--- config.mk ---
export PLATFORM = sky130hd
export DESIGN_NAME = button_debounce
export DESIGN_NICKNAME = d
export VERILOG_FILES = /design/src/rtl/button_pkg.sv /design/src/rtl/button_debounce_sync_ff.sv /design/src/rtl/button_debounce.sv
export SDC_FILE = /design/constraint.sdc
export NUM_CORES = 1
export LEC_CHECK = 0
export CORE_UTILIZATION = 50
export CTS_CLUSTER_SIZE = 25
export DETAILED_ROUTE_END_ITERATION = 8
export PLACE_DENSITY = 0.76
export SYNTH_ARGS = -nofsm -noshare
export SYNTH_HDL_FRONTEND = slang
export SYNTH_HIERARCHICAL = 1
export SYNTH_SLANG_ARGS = --single-unit
--- constraint.sdc ---
create_clock -name clk_100mhz -period 2 [get_ports clk_100mhz]
set_input_delay 0.4 -clock clk_100mhz [delete_from_list [all_inputs] [get_ports clk_100mhz]]
set_output_delay 0.4 -clock clk_100mhz [all_outputs]
set_load 0.02 [all_outputs]
--- src/rtl/button_pkg.sv ---
// Shared types and default constants for the push-button debouncer.
// Long-press detection is enabled with the macro BUTTON_LONG_PRESS_EN.
package button_pkg;

    // Debounce FSM states
    typedef enum logic [1:0] {
        ST_IDLE         = 2'd0,
        ST_PRESS_WAIT   = 2'd1,
        ST_PRESSED      = 2'd2,
        ST_RELEASE_WAIT = 2'd3
    } btn_state_e;

    // 1 ms at 100 MHz
    localparam int DEF_DEBOUNCE_CYCLES   = 100000;
    // 1 s at 100 MHz
    localparam int DEF_LONG_PRESS_CYCLES = 100000000;
    localparam int DEF_SYNC_STAGES       = 2;

    // Width of a counter that must reach n-1; never narrower than one bit
    function automatic int ctr_width(input int n);
        return (n < 2) ? 1 : $clog2(n);
    endfunction

    // Debounced level associated with each state
    function automatic logic state_is_held(input btn_state_e s);
        return (s == ST_PRESSED) || (s == ST_RELEASE_WAIT);
    endfunction

endpackage

--- src/rtl/button_debounce_sync_ff.sv ---
// Multi-flop synchroniser bringing the raw button level into clk.
// Part of button_debounce (optional feature macro: BUTTON_LONG_PRESS_EN).
module sync_ff
    import button_pkg::*;
#(
    parameter int STAGES = DEF_SYNC_STAGES
) (
    input  logic clk,
    input  logic rst_n,
    input  logic d,
    output logic q
);

    logic [STAGES-1:0] r_chain;

    // Shift the asynchronous input through the flop chain
    always_ff @(posedge clk) begin
        if (!rst_n) begin
            r_chain <= '0;
        end else begin
            r_chain <= {r_chain[STAGES-2:0], d};
        end
    end

    assign q = r_chain[STAGES-1];

endmodule

--- src/rtl/button_debounce.sv ---
// Push-button debouncer with press/release pulses and debounced level.
// Define BUTTON_LONG_PRESS_EN to build the long-press hold counter.
module button_debounce
    import button_pkg::*;
#(
    parameter int SYNC_STAGES       = DEF_SYNC_STAGES,
    parameter int DEBOUNCE_CYCLES   = DEF_DEBOUNCE_CYCLES,
    parameter int LONG_PRESS_CYCLES = DEF_LONG_PRESS_CYCLES
) (
    input  logic clk_100mhz,
    input  logic rst_n_sync,
    input  logic button_in,
    output logic button_press_redge,
    output logic button_release_fedge,
    output logic button_level,
    output logic long_press
);

    localparam int CNT_W = ctr_width(DEBOUNCE_CYCLES);
    localparam logic [CNT_W-1:0] CNT_LAST = CNT_W'(DEBOUNCE_CYCLES - 1);

    if (SYNC_STAGES < 2 || SYNC_STAGES > 4 ||
        DEBOUNCE_CYCLES < 2 || LONG_PRESS_CYCLES < 2) begin : g_bad_cfg
        $error("button_debounce: parameter out of legal range");
    end

    btn_state_e       r_state;
    logic [CNT_W-1:0] r_cnt;
    logic             r_redge;
    logic             r_fedge;
    logic             r_level;

    logic w_btn_sync;
    logic w_cnt_done;
    logic w_press_accept;

    sync_ff #(
        .STAGES (SYNC_STAGES)
    ) u_sync (
        .clk   (clk_100mhz),
        .rst_n (rst_n_sync),
        .d     (button_in),
        .q     (w_btn_sync)
    );

    assign w_cnt_done = (r_cnt == CNT_LAST);

    assign w_press_accept = (r_state == ST_PRESS_WAIT) &&
                            w_btn_sync && w_cnt_done;

    // Debounce FSM with its stability counter and registered outputs
    always_ff @(posedge clk_100mhz) begin
        if (!rst_n_sync) begin
            r_state <= ST_IDLE;
            r_cnt   <= '0;
            r_redge <= 1'b0;
            r_fedge <= 1'b0;
            r_level <= 1'b0;
        end else begin
            r_redge <= 1'b0;
            r_fedge <= 1'b0;
            unique case (r_state)
                ST_IDLE: begin
                    if (w_btn_sync) begin
                        r_state <= ST_PRESS_WAIT;
                        r_cnt   <= '0;
                    end
                end
                ST_PRESS_WAIT: begin
                    if (!w_btn_sync) begin
                        r_state <= ST_IDLE;
                    end else if (w_cnt_done) begin
                        r_state <= ST_PRESSED;
                        r_redge <= 1'b1;
                        r_level <= state_is_held(ST_PRESSED);
                    end else begin
                        r_cnt <= r_cnt + CNT_W'(1);
                    end
                end
                ST_PRESSED: begin
                    if (!w_btn_sync) begin
                        r_state <= ST_RELEASE_WAIT;
                        r_cnt   <= '0;
                    end
                end
                ST_RELEASE_WAIT: begin
                    if (w_btn_sync) begin
                        r_state <= ST_PRESSED;
                    end else if (w_cnt_done) begin
                        r_state <= ST_IDLE;
                        r_fedge <= 1'b1;
                        r_level <= state_is_held(ST_IDLE);
                    end else begin
                        r_cnt <= r_cnt + CNT_W'(1);
                    end
                end
                default: begin
                    r_state <= ST_IDLE;
                    r_level <= 1'b0;
                end
            endcase
        end
    end

    assign button_press_redge   = r_redge;
    assign button_release_fedge = r_fedge;
    assign button_level         = r_level;

`ifdef BUTTON_LONG_PRESS_EN
    localparam int HOLD_W = ctr_width(LONG_PRESS_CYCLES);
    localparam logic [HOLD_W-1:0] HOLD_LAST = HOLD_W'(LONG_PRESS_CYCLES - 1);

    logic [HOLD_W-1:0] r_hold;
    logic              r_hold_done;
    logic              r_long;
    logic              w_held;

    assign w_held = state_is_held(r_state);

    // Hold timer: restarts on each accepted press, saturates after one pulse
    always_ff @(posedge clk_100mhz) begin
        if (!rst_n_sync) begin
            r_hold      <= '0;
            r_hold_done <= 1'b0;
            r_long      <= 1'b0;
        end else begin
            r_long <= 1'b0;
            if (w_press_accept) begin
                r_hold      <= '0;
                r_hold_done <= 1'b0;
            end else if (w_held && !r_hold_done) begin
                if (r_hold == HOLD_LAST) begin
                    r_long      <= 1'b1;
                    r_hold_done <= 1'b1;
                end else begin
                    r_hold <= r_hold + HOLD_W'(1);
                end
            end
        end
    end

    assign long_press = r_long;
`else
    logic w_unused_accept;
    assign w_unused_accept = w_press_accept;
    assign long_press      = 1'b0;
`endif

endmodule

==> out/qor.csv <==
stage,metric,value,unit
floorplanning,Chip Width,51.4,um
drt,Final ANT Viol Nets,0,
cts,CTS tree,built,
floorplanning,# rows,17,
power,VDD IR-drop max,0.491,mV
synth,most numerous cell in the Yosys netlist,dfxtp_1,
grt,grt ovf,0,
min_path,Worst Hold Class,flip-flop to flip-flop,
layout,"Core Util, Final",60.0,%
grt,first-pass GRT wire length,4180,um
synth,Yosys cell types,42,
floorplanning,total core area,2250,sq um
drt,DRT Pass-1 Iters,4,
cts,CTS H-tree depth,1,
synth,Avg Inst Size Synth,8.91,sq um
layout,sequential standard cell area,480,sq um
critical_path,Critical R2R Capture,r_cnt[14],
floorplanning,Chip Height,51.4,um
floorplanning,io pins,7,
critical_path,Required @ worst endpoint,2.23,ns
critical_path,max incr delay on CP,0.41,ns
critical_path,CP most frequent cell,and4_1,
grt,number of global-route vias before repair,914,
critical_path,kind of end point of the critical path,flip-flop,
layout,number of diodes,0,
sta,Final setup viols,0,
sta,Setup Skew,0.00565,ns
layout,# fillers,211,
synth,synth top area cells,"dfxtp_1 39%, o21ai_0 5.7%, nand4_1 3.6%",
synth,Post-Syn Area,1220,sq um
drt,DR WL/cell,13.9,um
cts,# hold bufs at CTS,0,
sta,fmax,0.546,GHz
min_path,WHS Endpoint,u_sync/r_chain[1],
placed_design,DP Cell Count,170,
cts,CTS Buffer Depth,2,
critical_path,Worst R2R Setup Slack,0.17,ns
layout,layout cells sized above 1,15.1,%
grt,Tot GR Track Use,21.4,%
drt,via count of the routed design,1089,
floorplanning,Initial Util,54.2,%
drt,Detailed Route WL,2430,um
cts,CTS Sinks,24,
sta,period utilization,91.6,%
synth,Synth area leader,dfxtp_1,
sta,fin. max-slew vios,0,
cts,Resize count post-CTS,0,
power,PD cells,573,nW/um^2
critical_path,CP Buf/Inv Count,0,
layout,# nets final,151,
cts,TritonCTS Buffers,3,
sta,RSZ-0062 raised after global routing,false,
critical_path,Critical Path Source Type,flip-flop,
critical_path,slowest CP cell,dfxtp_1,
layout,Final Instance Count excl. Fillers,174,
sta,Tmin final,1.83,ns
layout,P&R area growth vs syn,10.9,%
grt,largest net degree at the start of global routing,14,
placed_design,hpwl dp,1810,um
synth,syn nets,141,
grt,initial antenna violation count,0,
critical_path,CP top delay family,simple AND/OR/NAND/NOR gates,
synth,"FFs w/ async S/R, synth",0,%
synth,Yosys reg bits,24,
cts,post-CTS setup repair buffer count,0,
synth,most used flip-flop cell after synthesis,dfxtp_1,
sta,TNS Setup,0,ns
min_path,Hold Path Stages,1,
critical_path,cells along the critical path,ha_1 -> and4_1 -> and4_1 -> nor2_2 -> and3_1 -> o22a_1,
critical_path,reg2reg path depth,6,
synth,"Seq/Total Area, Yosys",39.3,%
placed_design,GPL Wtd Cong,0.861,
drt,# DRC,0,
synth,Synth top cells by count,"24 x dfxtp_1, 14 x o21ai_0, 10 x nand2_1, 7 x nand3_1, 7 x nand4_1",
power,Leak Pwr,0.469,nW
floorplanning,Die ar.,2640,sq um
drt,drt initial violations,23,
cts,worst skew pair latency,0.32,ns
cts,Clock transition at path regs,0.13,ns
synth,top-area cell type share of the netlist area,39.3,%
critical_path,worst-path maximum fanout,7,
placed_design,IO Port Bufs,5,
status,outcome,"finished, final reports clean",
drt,number of vias per cell,6.26,
sta,final hold violations,0,
flow_run,max cap viols,0,
critical_path,kind of critical path,flip-flop to flip-flop,
layout,Multi-input gate area,681,sq um
critical_path,Worst R2R Start,r_cnt[0],
min_path,hold_sp,u_sync/r_chain[0],
cts,CTS Root Cell,clkbuf_4,
synth,yosys warns,6,
synth,Synth Instances,137,
synth,"EDFF count, synth",0,
critical_path,Worst Path Arrival,2.06,ns
[per-layer routing]
layer,wire length [um],GRT usage [%]
met5,0,0
met1,1180,31.7
met3,145,2.68
met2,1060,30.3
met4,35,9.46
[worst max-delay path by stage]
| stage | startpoint | endpoint | slack, ns | cells past startpoint |
|---|---|---|---|---|
| after global routing | r_cnt[0] | r_cnt[12] | 0.01 | 7 |
| final | r_cnt[0] | r_cnt[14] | 0.17 | 6 |
| after CTS | r_cnt[0] | r_cnt[14] | 0.17 | 6 |
| after floorplan | r_cnt[0] | r_cnt[9] | 0.33 | 6 |
| after global placement | rst_n_sync | r_cnt[9] | 0.20 | 6 |
| after detailed placement | rst_n_sync | r_cnt[9] | 0.19 | 6 |
[power by group]
part,total (mW),switching [mW],leakage [nW],internal (mW)
logic,0.0318,0.0169,0.254,0.0149
clock network,0.259,0.148,0.0210,0.111
registers,0.484,0.00357,0.194,0.481
[final cells by class]
cell class,instances,share of cell area [%]
Clock buffer,4,2.68
Inverter,3,0.832
Multi-Input combinational cell,102,50.3
Sequential cell,24,35.5
Tap cell,28,2.59
Timing Repair Buffer,13,8.13
[sequential cells by signal, indices dropped and copies added (netlist names), named ones only]
name	cells
r_state	1
button_release_fedge	1
button_press_redge	1
button_level	1
u_sync/r_chain	2
r_cnt	17
[stage by stage]
step / power (mW) / worst slack [ns] / area, sq um / hold slack [ns]
2_1_floorplan: 0.514 / 0.333 / 1220 / 0.412
3_3_place_gp: 0.526 / 0.199 / 1320 / 0.414
3_5_place_dp: 0.526 / 0.192 / 1320 / 0.419
4_1_cts: 0.781 / 0.172 / 1350 / 0.451
5_1_grt: 0.806 / 0.0145 / 1350 / 0.467
6_report: 0.775 / 0.168 / 1350 / 0.449
[layout by cell type, fill, tap and decap left out, types with 2 or more instances in the layout]
master / Yosys / routed
and4bb_2: 2 / 2
nand4_1: 7 / 7
xnor2_1: 3 / 3
buf_4: 1 / 8
a31oi_1: 3 / 3
dfxtp_1: 24 / 24
o31ai_1: 5 / 5
and4_1: 2 / 2
nor3_1: 5 / 5
and3_1: 4 / 4
clkdlybuf4s50_1: 0 / 5
o41ai_1: 2 / 2
inv_1: 3 / 3
or3_1: 2 / 2
a41oi_1: 2 / 2
nand2_1: 10 / 10
clkbuf_4: 0 / 3
and2_1: 4 / 4
a21oi_1: 5 / 5
nand3_1: 7 / 7
o21ai_1: 4 / 4
nor2_1: 2 / 2
nor3b_1: 2 / 2
o21ai_0: 14 / 14
[cell families after synthesis]
group	Yosys count	share of synthesized area, %
and+or+nand+nor	55	29.6
buffers and inverters	11	4.92
adders and majority gates	1	1.02
other	1	0.307
DFF	24	39.3
muxes	1	0.820
AOI/OAI and AO/OA	40	20.5
xor gates and xnor gates	4	3.48
Power figures use the tool's default switching activity.
